$ cat src/rtl/cpu_pkg.sv
// Shared definitions for the CPU front end: default widths, opcodes,
// instruction-word field offsets and the sequencer state encoding.
package cpu_pkg;

  localparam int CPU_AW = 4;
  localparam int CPU_DW = 8;
  localparam int OPC_W  = 4;

  // Instruction word layout: {opcode, address, operand}, operand in the LSBs.
  localparam int DATA_LSB = 0;
  localparam int ADDR_LSB = CPU_DW;
  localparam int OPC_LSB  = CPU_DW + CPU_AW;

  localparam logic [OPC_W-1:0] OP_ADD    = 4'b0000;
  localparam logic [OPC_W-1:0] OP_INPUT  = 4'b0101;
  localparam logic [OPC_W-1:0] OP_OUTPUT = 4'b0110;
  localparam logic [OPC_W-1:0] OP_HLT    = 4'b1111;

  typedef enum logic [2:0] {
    ST_IDLE    = 3'd0,
    ST_FETCH   = 3'd1,
    ST_ISSUE   = 3'd2,
    ST_CAPTURE = 3'd3,
    ST_DONE    = 3'd4
  } state_t;

endpackage

$ cat src/rtl/cpu_program_sequencer_prog_ram.sv
// Program RAM: synchronous write, registered read. The read register doubles
// as the sequencer's instruction register. A read that hits the word being
// written in the same cycle returns the new data (write-first).
module prog_ram #(
  parameter int AW = 4,
  parameter int W  = 16
) (
  input  logic          clk,
  input  logic          we,
  input  logic [AW-1:0] waddr,
  input  logic [W-1:0]  wdata,
  input  logic          re,
  input  logic [AW-1:0] raddr,
  output logic [W-1:0]  rdata
);

  logic [W-1:0] mem [2**AW];

  // Word write; contents survive reset on purpose.
  always_ff @(posedge clk) begin
    if (we) mem[waddr] <= wdata;
  end

  // Registered read with write-first bypass.
  always_ff @(posedge clk) begin
    if (re) rdata <= (we && (waddr == raddr)) ? wdata : mem[raddr];
  end

endmodule

$ cat src/rtl/cpu_program_sequencer.sv
// Instruction-issuing front end: holds a small program, steps through it one
// instruction every three cycles (FETCH, ISSUE, CAPTURE), drives the CPU
// inputs during ISSUE only and captures the CPU result one cycle later.
//
// Handshake: there is no backpressure. result_valid is a single-cycle pulse
// that is high exactly in the cycle where result first shows a newly captured
// value; a consumer must take result in that cycle or read it later while it
// holds.
module cpu_program_sequencer
  import cpu_pkg::*;
#(
  parameter int         AW      = CPU_AW,
  parameter int         DW      = CPU_DW,
  parameter logic [3:0] IDLE_OP = OP_OUTPUT
) (
  input  logic              clk,
  input  logic              rst,
  input  logic              prog_we,
  input  logic [AW-1:0]     prog_addr,
  input  logic [4+AW+DW-1:0] prog_wdata,
  input  logic              start,
  input  logic              abort,
  input  logic [DW-1:0]     cpu_result,
  output logic [3:0]        cpu_opcode,
  output logic [AW-1:0]     cpu_address,
  output logic [DW-1:0]     cpu_data,
  output logic              busy,
  output logic              done,
  output logic [AW-1:0]     pc,
  output logic [DW-1:0]     result,
  output logic              result_valid,
  output logic [AW:0]       instr_count,
  output state_t            state_dbg
);

  localparam int            IW      = 4 + AW + DW;
  localparam logic [AW-1:0] LAST_PC = {AW{1'b1}};
  localparam logic [AW:0]   MAX_CNT = {1'b1, {AW{1'b0}}};

  state_t        state, state_nxt;
  logic [IW-1:0] ir;
  logic          ram_we;
  logic          ram_re;
  logic          ir_is_hlt;

  assign ir_is_hlt = (ir[IW-1 -: 4] == OP_HLT);
  assign state_dbg = state;

  prog_ram #(.AW(AW), .W(IW)) u_ram (
    .clk   (clk),
    .we    (ram_we),
    .waddr (prog_addr),
    .wdata (prog_wdata),
    .re    (ram_re),
    .raddr (pc),
    .rdata (ir)
  );

  // State register.
  always_ff @(posedge clk) begin
    if (!rst) state <= ST_IDLE;
    else      state <= state_nxt;
  end

  // Next state, CPU drive and status; abort wins over everything but reset.
  always_comb begin
    state_nxt   = state;
    busy        = 1'b0;
    done        = 1'b0;
    cpu_opcode  = IDLE_OP;
    cpu_address = '0;
    cpu_data    = '0;
    ram_re      = 1'b0;
    ram_we      = rst && prog_we && ((state == ST_IDLE) || (state == ST_DONE));
    case (state)
      ST_IDLE: begin
        if (start && !abort) state_nxt = ST_FETCH;
      end
      ST_FETCH: begin
        busy      = 1'b1;
        ram_re    = 1'b1;
        state_nxt = abort ? ST_IDLE : ST_ISSUE;
      end
      ST_ISSUE: begin
        busy                                = 1'b1;
        {cpu_opcode, cpu_address, cpu_data} = ir;
        if (abort)          state_nxt = ST_IDLE;
        else if (ir_is_hlt) state_nxt = ST_DONE;
        else                state_nxt = ST_CAPTURE;
      end
      ST_CAPTURE: begin
        busy = 1'b1;
        if (abort)                state_nxt = ST_IDLE;
        else if (pc == LAST_PC)   state_nxt = ST_DONE;
        else                      state_nxt = ST_FETCH;
      end
      ST_DONE: begin
        done = 1'b1;
        if (abort)      state_nxt = ST_IDLE;
        else if (start) state_nxt = ST_FETCH;
      end
      default: state_nxt = ST_IDLE;
    endcase
  end

  // Program counter, issue counter and result capture; all hold on abort.
  always_ff @(posedge clk) begin
    if (!rst) begin
      pc           <= '0;
      instr_count  <= '0;
      result       <= '0;
      result_valid <= 1'b0;
    end else begin
      result_valid <= 1'b0;
      case (state)
        ST_IDLE, ST_DONE: begin
          if (start && !abort) begin
            pc          <= '0;
            instr_count <= '0;
          end
        end
        ST_ISSUE: begin
          if (!abort && (instr_count != MAX_CNT)) instr_count <= instr_count + 1'b1;
        end
        ST_CAPTURE: begin
          if (!abort) begin
            result       <= cpu_result;
            result_valid <= 1'b1;
            if (pc != LAST_PC) pc <= pc + 1'b1;
          end
        end
        default: ;
      endcase
    end
  end

endmodule

$ cat config.mk
export PLATFORM = sky130hd
export DESIGN_NAME = cpu_program_sequencer
export DESIGN_NICKNAME = d
export VERILOG_FILES = /design/src/rtl/cpu_pkg.sv /design/src/rtl/cpu_program_sequencer_prog_ram.sv /design/src/rtl/cpu_program_sequencer.sv
export SDC_FILE = /design/constraint.sdc
export NUM_CORES = 1
export LEC_CHECK = 0
export ABC_AREA = 1
export CAP_MARGIN = 15
export CORE_AREA = 2 2 145 147
export DETAILED_ROUTE_END_ITERATION = 8
export DIE_AREA = 0 0 147 149
export GPL_TIMING_DRIVEN = 0
export MAX_ROUTING_LAYER = met4
export PLACE_DENSITY = 0.79
export SLEW_MARGIN = 10
export SYNTH_ARGS = -nofsm -noshare
export SYNTH_HDL_FRONTEND = slang
export SYNTH_SLANG_ARGS = --single-unit
$ cat constraint.sdc
create_clock -name clk -period 2.6 [get_ports clk]
set_input_delay 0.65 -clock clk [delete_from_list [all_inputs] [get_ports clk]]
set_output_delay 0.65 -clock clk [all_outputs]
set_load 0.005 [all_outputs]
# Word level (Yosys, flattened, before mapping)

Memories as Yosys holds them, arrays and structs flattened. A register that Yosys moved wholly into a read port is not among the register bits.
Cells that the tools add are included.

Bits in registers: 21
Memory bits (writable): 256
Output and inout bits: 39
Word-level logic and storage cells: 64
Memories kept: 1

Add/sub/neg operators: 2
Equal/unequal tests: 14
Muxes and demuxes: 25
Bitwise operators: 1
Reduce and logical (&&, ||, !) cells: 16

Memories:

| name      | depth | bits a word | rd ports | clocked after memory_dff | write ports | line                                 | text |
|---|---|---|---|---|---|---|---|
| u_ram.mem | 16    | 16          | 1        | 1                        | 1           | cpu_program_sequencer_prog_ram.sv:17 | `logic [W-1:0] mem [2**AW];` |

Operator list:

| operator            | number |
|---|---|
| $mux 3              | 7 |
| $mux 4              | 5 |
| $pmux 3 s5          | 1 |
| $mux 5              | 2 |
| $pmux 5 s2          | 1 |
| $eq 4x4->1 const B  | 2 |
| $mux 8              | 1 |
| $ne 2x2->1 const B  | 4 |
| $pmux 4 s2          | 1 |
| $eq 3x2->1 const B  | 2 |
| $mux 1              | 6 |
| $reduce_and 2->1    | 3 |
| $add 5x1->5 const B | 1 |
| $ne 5x5->1 const B  | 1 |
| $add 4x1->4 const B | 1 |
| $logic_and 1x1->1   | 4 |
| $ne 4x4->1 const B  | 1 |
| $reduce_and 4->1    | 1 |
| $reduce_bool 2->1   | 2 |
| $eq 3x1->1 const B  | 1 |
| $eq 3x3->1 const B  | 1 |
| $logic_not 3->1     | 1 |
| $ne 3x3->1 const B  | 1 |
| $reduce_and 3->1    | 1 |
| other kinds (7)     | 7 |

# Depth between registers and ports, before layout

Gate-level depths: netlist of run 1.

Depth in word-level cells: 5
Gate-level depth with buffers: 11
Depth with buffers taken out: 11

# Hierarchy

Synthesis of run 1 repeated with hierarchy kept, for this count alone.

Cell total of the unflattened synthesis: 1324
Area, all modules: 13162.6 µm²

By module, submodules not included:

| module                | times used | cells each | area an instance (µm²) | sequential area each (µm²) |
|---|---|---|---|---|
| prog_ram              | 1          | 1138       | 11939.0                | 8167.8 |
| cpu_program_sequencer | 1          | 186        | 1223.7                 | 420.4 |

# Worst setup path after synthesis of run 1

Ideal clock, no wire load.

Path type: input-to-reg
Start point: input port rst
End point: memory u_ram.mem[10][0] (enable)
Setup time: 0.388 ns
Arrival time: 1.739 ns
Required time: 2.212 ns
Path slack: 0.473 ns
Stages: 4
Buffers on the path: 0
Path through: nand2_1 > nor2_1 > nand3_1 > nor2_1

Longest elaborated chain between the ends: 4

RTL lines:

| element                         | line                                 | text |
|---|---|---|
| from (decl)                     | cpu_program_sequencer.sv:17          | `input logic rst,` |
| $logic_and 1x1->1 (2 in series) | cpu_program_sequencer.sv:74          | `ram_we = rst && prog_we && ((state == ST_IDLE) \|\| (state == ST_DONE));` |
| $mux 1                          | cpu_program_sequencer_prog_ram.sv:21 | `if (we) mem[waddr] <= wdata;` |
| $mux 1 (not written as such)    | cpu_program_sequencer_prog_ram.sv:21 |  |
| to (decl)                       | cpu_program_sequencer_prog_ram.sv:17 |  |

Every way passes these cells.

# Worst setup path after layout of run 1

Start point: input port rst
End point: memory u_ram.mem[14][8] (enable)

Same word-level chain as after synthesis.

==> reports/metrics.cfg, run 1 <==
[outcome]
status=finished, violations left
violations=setup timing

[worst_setup_path]
r2r_cells=5
path_class=input pin to register
cp_slowest_stage_delay_ps=690
cp_data_required_time_ps=2850
cp.arrival_ps=2960
startpoint_type=input pin
crit_family=simple AND/OR/NAND/NOR gates
rr_endpoint=u_ram.rdata[14]
cp.buffers_inverters=2
r2r_slack_ps=110
cp_cell_sequence=clkdlybuf4s50_1 -> nand2_1 -> nor2_1 -> nand3_1 -> nor2_2 -> buf_8
r2r_start=pc[2]
cp_max_fo=10
worst_path_max_delay_cell=clkdlybuf4s50_1
cp-end-kind=register

[route]
wl_per_cell_um=22.2
drcViolationCount=0
ant_nets=0
wirelength_um=32600
first_iter_violations=1205
vias=8798
drt-pass1-iter-count=5
via_per_inst=6.00

[min_path]
hp-start=result[7]
hp-class=register to register
holdPathStages=2
hold_path_end=result[7]

[synthesis]
synthFlopType=edfxtp_1
ys_types=24
synthMostInstantiatedCell=nor2_1
ys_ff_latch=293
yosys_warnings=0
async_flop_share_pct=0
synth_area_leader_cell=edfxtp_1
synth_top_area_share_pct=68.7
ys_top_cells_by_area=edfxtp_1, nor2_1, o21ai_0
synthTopCellsByCount=nor2_1, edfxtp_1, o21ai_0
synthCells=1050
ys_seq_area_share_pct=72.3
syn_area_um2=11900
syn_area_per_cell_um2=11.3
syn-num-nets=1086
synth_edf_count=272

[floorplanning]
io_pins=72
die_w_um=147
rows=53
fp.dieH_um=149
die_area_um2=21900
start_util_pct=57.8
coreArea_um2=20600

[pwr]
power_frac_comb_pct=11.0
p_clk_share_pct=36.8
p_switching_w=0.00248
pwr_density_cell_nw_per_um2=716
total_power_w=0.0101
p_sw_share_pct=24.6
intPower_w=0.00762
p_leak_nw=4.95
pwr-share-seq_pct=52.2
vdd_drop_max_v=0.000640

[final_layout]
nNetsFinal=1208
multi_input_area_um2=2940
seqCellArea_um2=8600
area_delta_synth_final_pct=18.8
final_area_um2=14100
diodes=0
drive_above_1_share_pct=9.40
fin_cells=1467
fin_util_pct=68.7
nFillCells=1428

[global_routing]
grt_max_degree=17
antenna_found_initial=0
grt_overflow=0
grt_pass1_wl_um=48400
grt_usage_pct=30.7
grt_pass1_vias=8358

[sta]
fmax_mhz=369
slew_viol_final=0
min_period_ps=2710
timing.setup.tns_ps=-2920
post-route-period-util_pct=104
worst_pin_slew_ps=871
hold_viol=0
setup-violations-final=50
clock-skew-final_ps=9.30
slew_headroom_pct=41.8
fin_ws_ps=-111
rsz0062_at_grt=true

[cts]
clockBufferDepth=3
cts_sinks=293
insertion_delay_ps=540
hold_buffers=0
cts-htree-levels=1
cts_buffers=29
path_clk_slew_ps=60
root_buffer=clkbuf_16
cts_tree=yes

[job]
drv_cap=0

[placement]
post_dp_cell_area_um2=13200
place_congestion=0.955
numPlacedInstances=1413
io_buffers=71
dpl.hpwl_um=21500

## through the flow
step           setup WS [ps]  hold WS, ps
6_report                -111          484
5_1_grt                 -177          519
2_1_floorplan            473          480
4_1_cts                 14.9          488
3_5_place_dp            -574          475
3_3_place_gp           -1170          464
## flip-flops by register name, summed over array words and instances, names as in the netlist
name,cells
pc,4
result,8
state_dbg,3
result_valid,1
u_ram.mem,256
instr_count,5
u_ram.rdata,16
## cells in the final DEF (no fill, tap or decap), types with 3 or more instances in the layout
cell type	count
buf_8	15
clkinv_1	9
nor2_1	315
o21ai_0	127
dfxtp_1	18
clkbuf_1	24
o21ai_1	14
nand4_1	3
clkbuf_16	29
dlygate4sd2_1	14
nor2_4	5
clkdlybuf4s50_1	56
buf_4	11
edfxtp_1	272
inv_2	3
dfxtp_4	3
nor2_2	13
clkinv_2	5
ha_1	3
nand3_1	110
buf_6	6
nand2_1	55
inv_1	36
a21oi_1	7
buf_2	17
buf_1	11
## routing by layer
metal | share of wire, % | vias up | track usage [%]
met2 | 46 | 608 | 46.9
met4 | 5.4 | 0 | 15.9
met3 | 11 | 118 | 5.99
met1 | 38 | 4190 | 39.7
li1 | - | 3882 | -
met5 | 0 | - | -
## worst reg2reg max path, delay by kind of cell (launching register included)
family / cells / cell delay [ps]
flops: 1 / 410
simple gates: 3 / 620
buf+inv: 2 / 1220
## worst max path at each step
stage,start,to,slack [ps],depth (start not counted)
finish,rst,u_ram.mem[14][8],-110,6
CTS,rst,u_ram.mem[15][8],10,6
global placement,rst,u_ram.mem[10][6],-1170,5
detailed placement,rst,u_ram.mem[11][4],-570,6
floorplan,rst,u_ram.mem[10][0],470,4
global route,rst,u_ram.mem[14][8],-180,6
## power groups by stage
stage	Sequential, W	Combinational (W)	Clock [W]
2_1_floorplan	0.00536	0.000616	0
3_3_place_gp	0.00537	0.00103	0
3_5_place_dp	0.00537	0.00108	0
4_1_cts	0.00527	0.00109	0.00373
5_1_grt	0.00528	0.00121	0.00391
6_report	0.00528	0.00111	0.00371
## repair_timing
| item | CTS | global route |
|---|---|---|
| resized for setup | 28 | 6 |
| setup endpoints to repair | 21 | 53 |
| buffers inserted | 3 | 0 |
## logic make-up (layout without fill, tap and decap cells)
family	Yosys count	after routing	share of synthesized area, %
simple gates	507	507	17.3
flops	293	293	72.3
compound gates	150	150	6.37
buf+inv	96	238	3.64
fa+ha+maj	3	3	0.316
xor+xnor	1	1	0.0737
## area by class of cell
type / instances / area share [%]
multi-input combinational: 661 / 20.9
inverter: 40 / 1.06
clock buffer: 37 / 5.35
timing repair buffer: 91 / 6.84
tap: 275 / 2.44
sequential: 293 / 60.9
buffer: 56 / 2.07
clock inverter: 14 / 0.452
(Power assumes the default switching activity.)
==> run 2: changes to the inputs <==
--- a/config.mk
+++ b/config.mk
@@ -12,7 +12,7 @@
 export DIE_AREA = 0 0 147 149
 export GPL_TIMING_DRIVEN = 0
 export MAX_ROUTING_LAYER = met4
-export PLACE_DENSITY = 0.79
+export PLACE_DENSITY = 0.88
 export SLEW_MARGIN = 10
 export SYNTH_ARGS = -nofsm -noshare
 export SYNTH_HDL_FRONTEND = slang
==> run 2 against run 1 <==
The flow now finishes without violations. Power is 1.8% higher. Core utilization is 0.30 points higher. Global-route usage is 0.53 points lower. Maximum frequency is 4.6% higher. Sequential cell count stayed put. Die area stayed put. Clock skew is 0.94 ps lower. First-iteration DRC count is 32% higher. Largest cell class unchanged.
==> reports/metrics.cfg, run 2 (synthesized netlist as in run 1, its figures left out) <==
[outcome]
status=completed

[pwr]
p_leak_nw=4.98
vdd_drop_max_v=0.000798
pwr_density_cell_nw_per_um2=725

[sta]
slew_headroom_pct=42.6
clock-skew-final_ps=8.36
rsz0062_at_grt=true
setup-violations-final=0
fin_ws_ps=8.68
slew_viol_final=0
hold_viol=0
fmax_mhz=386
worst_pin_slew_ps=858
min_period_ps=2590
post-route-period-util_pct=99.7

[worst_setup_path]
cp_data_required_time_ps=2850
worst_path_max_delay_cell=clkdlybuf4s50_1
r2r_cells=6
cp_slowest_stage_delay_ps=650
path_common_cell=nand2_1
cp.arrival_ps=2840
path_class=input pin to register
cp_max_fo=11
cp_cell_sequence=clkdlybuf4s50_1 -> nand2_1 -> nor2_1 -> nand2_1 -> nor2_2 -> buf_8
cp-end-kind=register
startpoint_type=input pin

[min_path]
holdPathStages=2
hp-class=register to register

[floorplanning]
die_w_um=147
die_area_um2=21900
start_util_pct=57.8
fp.dieH_um=149
io_pins=72
coreArea_um2=20600
rows=53

[placement]
dp_slack_ps=-480
place_congestion=0.998
dpl.hpwl_um=21600
io_buffers=71

[cts]
cts-htree-levels=1
root_buffer=clkbuf_16
cts_buffers=28
hold_buffers=0
cts_tree=yes
clockBufferDepth=3
insertion_delay_ps=540
path_clk_slew_ps=60
cts_sinks=293

[global_routing]
antenna_found_initial=0
grt_usage_pct=30.2
grt_pass1_vias=8472
grt_pass1_wl_um=47400
grt_max_degree=17
grt_overflow=0

[route]
via_per_inst=6.08
vias=8922
first_iter_violations=1590
wl_per_cell_um=22.2
drt-pass1-iter-count=6
drcViolationCount=0
ant_nets=0
wirelength_um=32600

[final_layout]
nNetsFinal=1208
diodes=0
fin_util_pct=69.0
final_common_cell=nor2_1
top_regs=u_ram.mem: 256 flops, u_ram.rdata: 16 flops, result: 8 flops
final_cell_mix=nor2_1, edfxtp_1, o21ai_0
top_register=u_ram.mem
drive_above_1_share_pct=9.56
area_delta_synth_final_pct=19.3
largest_reg_flops=256

[job]
drv_cap=0

run 2: changes by cell type in the layout (fill, tap and decap cells not counted), moves of 2 or more:
cell / delta
bufinv_16: +2
buf_6: -2
clkbuf_1: -3
clkinv_1: +2
buf_4: +2
run 2: final timing paths:
path | to | slack [ps] | startpoint
worst max-delay path | u_ram.mem[4][6] | 9 | rst
worst min-delay path | result[5] | 480 | result[5]
worst max register to register | u_ram.mem[4][6] | 170 | state_dbg[0]
worst min register to register | result[5] | 480 | result[5]
run 2: repair_timing:
action	4_1_cts	5_1_grt
setup endpoints to repair	17	76
setup buffers	2	2
resized for setup	29	10
run 2: worst max-delay path, delay by kind of cell:
family / cells / cell delay, ps
buffers and inverters: 2 / 890
AND/OR/NAND/NOR: 4 / 1290
run 2: stage by stage:
step                      power (W)  hold slack (ps)  cell area, um2  std cells  setup TNS [ps]
after global routing         0.0105              507           14200       1467           -2960
final                        0.0103              481           14200       1467               0
after global placement      0.00639              464           12900       1396         -245540
after floorplan             0.00597              480           11900       1050               0
after detailed placement    0.00645              473           13200       1413          -82020
after CTS                    0.0102              486           14100       1465               0
run 2: where the power goes:
part           internal (W)  total [W]  switching (W)
combinational      0.000358    0.00113       0.000777
clock               0.00221    0.00387        0.00166
sequential          0.00523    0.00527      0.0000458
total               0.00780     0.0103        0.00248
run 2: area by class of cell:
class,count,area (um2)
Inverter,40,155
Fill cell,1337,6380
Tap cell,275,344
Buffer,56,292
Clock inverter,16,118
Multi-Input combinational cell,661,2950
Timing Repair Buffer,92,972
Sequential cell,293,8600
Clock buffer,34,744
run 2: metal layers:
| metal | up-vias | share of wire [%] | track usage, % |
|---|---|---|---|
| li1 | 3886 | - | - |
| met1 | 4145 | 34 | 36.6 |
| met2 | 747 | 47 | 49.4 |
| met5 | - | 0 | - |
| met3 | 144 | 13 | 6.67 |
| met4 | 0 | 5.2 | 13.4 |
==> run 3: changes to the inputs <==
--- a/config.mk
+++ b/config.mk
@@ -7,12 +7,14 @@
 export LEC_CHECK = 0
 export ABC_AREA = 1
 export CAP_MARGIN = 15
-export CORE_AREA = 2 2 145 147
+export CELL_PAD_IN_SITES_DETAIL_PLACEMENT = 0
+export CELL_PAD_IN_SITES_GLOBAL_PLACEMENT = 2
+export CORE_AREA = 2 2 176 178
 export DETAILED_ROUTE_END_ITERATION = 8
-export DIE_AREA = 0 0 147 149
+export DIE_AREA = 0 0 178 180
 export GPL_TIMING_DRIVEN = 0
 export MAX_ROUTING_LAYER = met4
-export PLACE_DENSITY = 0.88
+export PLACE_DENSITY_LB_ADDON = 0.05
 export SLEW_MARGIN = 10
 export SYNTH_ARGS = -nofsm -noshare
 export SYNTH_HDL_FRONTEND = slang
==> run 3 against run 2 <==
Highest routed layer unchanged. Die area rose by 46%. Final cell count rose by 8.4%. Clock skew increased by 5.0 ps. First-iteration DRC count is 52% lower. Combinational power hardly changed. Critical path depth stayed put. Global-route usage down 7.0 points. The flow now finishes with violations (setup timing). Setup slack worse by 150 ps. Register-to-register slack lost 70 ps. Sequential share of layout area is 1.0 points lower. Non-clock buffer count grew 2.
==> reports/metrics.cfg, run 3 (synthesized netlist as in run 1, its figures left out) <==
[floorplanning]
rows=64
fp.dieH_um=180
die_area_um2=32000
coreArea_um2=30200
io_pins=72
start_util_pct=39.4
die_w_um=178

[sta]
slew_viol_final=0
worst_pin_slew_ps=861
slew_headroom_pct=42.6
min_period_ps=2740
clock-skew-final_ps=13.3
whs_ps=483
timing.setup.tns_ps=-5400
post-route-period-util_pct=105
rsz0062_at_grt=true
setup-violations-final=60
fmax_mhz=365
fin_ws_ps=-140
hold_viol=0

[pwr]
total_power_w=0.0104
vdd_drop_max_v=0.000469
p_leak_nw=5.02
pwr_density_cell_nw_per_um2=723

[global_routing]
grt_max_degree=17
antenna_found_initial=0
grt_usage_pct=23.1
grt_overflow=0
grt_pass1_wl_um=51900
grt_pass1_vias=7799

[outcome]
violations=setup timing
status=finished, violations left

[cts]
clockBufferDepth=3
root_buffer=clkbuf_16
cts_buffers=31
cts_sinks=293
path_clk_slew_ps=60
insertion_delay_ps=570
cts-htree-levels=1
cts_tree=yes

[route]
vias=8185
drcViolationCount=0
wirelength_um=35600
ant_nets=0
first_iter_violations=768
via_per_inst=5.15
drt-pass1-iter-count=5
wl_per_cell_um=22.4

[worst_setup_path]
cp_data_required_time_ps=2870
cp_slowest_stage_delay_ps=710
cp.arrival_ps=3010
startpoint_type=input pin
cp_max_fo=9
cp-end-kind=register
worst_path_max_delay_cell=clkdlybuf4s50_1
path_class=input pin to register
cp_cell_sequence=clkdlybuf4s50_1 -> nand2_1 -> nor2_2 -> nand2_1 -> nor2_2 -> buf_8

[final_layout]
nNetsFinal=1213
area_delta_synth_final_pct=21.4
top_register=u_ram.mem
largest_reg_flops=256
top_regs=u_ram.mem: 256 flops, u_ram.rdata: 16 flops, result: 8 flops
final_cell_mix=nor2_1, edfxtp_1, o21ai_0
drive_above_1_share_pct=9.88
diodes=0
final_common_cell=nor2_1

[placement]
dpl.hpwl_um=25300
io_buffers=71
place_congestion=0.869
dp_slack_ps=-1110

[job]
drv_cap=0

[min_path]
hp-class=register to register

[run 3: cell count changes in the layout (fill, tap and decap cells not counted), moves of 3 or more]
| cell | delta |
|---|---|
| buf_6 | +3 |
| clkbuf_1 | +8 |
| clkinv_1 | -8 |
| nor2_4 | +4 |
| nor2_2 | -4 |
| buf_8 | -4 |
[run 3: what timing repair did]
action                                  in CTS  in global routing
gates resized for setup                     39                  3
hold buffers                                 0                  0
pin swaps                                    3                  0
endpoints found under the setup margin     263                 51
setup buffers                                6                  0
[run 3: routing by layer]
layer	part of all wire [%]	track usage (%)	wire [um]	vias to the layer above
li1	-	-	-	3905
met1	45	32.3	16200	3983
met2	47	36.6	16700	252
met3	5.8	2.66	2070	45
met4	1.9	4.79	694	0
met5	0	-	0	-
[run 3: cell type report]
type,count,area [um2]
Buffer,56,292
Tap cell,396,495
Fill cell,2760,15800
Clock inverter,6,67.6
Inverter,40,150
Multi-Input combinational cell,661,2980
Clock buffer,44,825
Sequential cell,293,8600
Timing Repair Buffer,94,1010
[run 3: path summary, 6_finish.rpt]
path	start	slack [ps]	cells after the start	end
setup / recovery	rst	-140	6	u_ram.mem[1][15]
hold / removal	result[6]	480	2	result[6]
setup reg to reg	pc[2]	100	5	u_ram.rdata[4]
hold reg to reg	result[6]	480	2	result[6]
[run 3: where the power goes]
part | total, W | switching [W] | internal [W]
clock | 0.00402 | 0.00174 | 0.00228
combinational | 0.00114 | 0.000784 | 0.000360
sequential | 0.00527 | 0.0000419 | 0.00523
[run 3: critical path, delay by kind of cell]
| kind | cells | cell delay, ps |
|---|---|---|
| buffers and inverters | 2 | 950 |
| and+or+nand+nor | 4 | 1380 |
[run 3: stage by stage]
step,area (um2),util (%),cells
2_1_floorplan,11900,-,1050
5_1_grt,14400,47.8,1590
3_3_place_gp,13100,43.4,1517
3_5_place_dp,13400,44.3,1534
4_1_cts,14400,47.7,1590
6_report,14400,47.8,1590
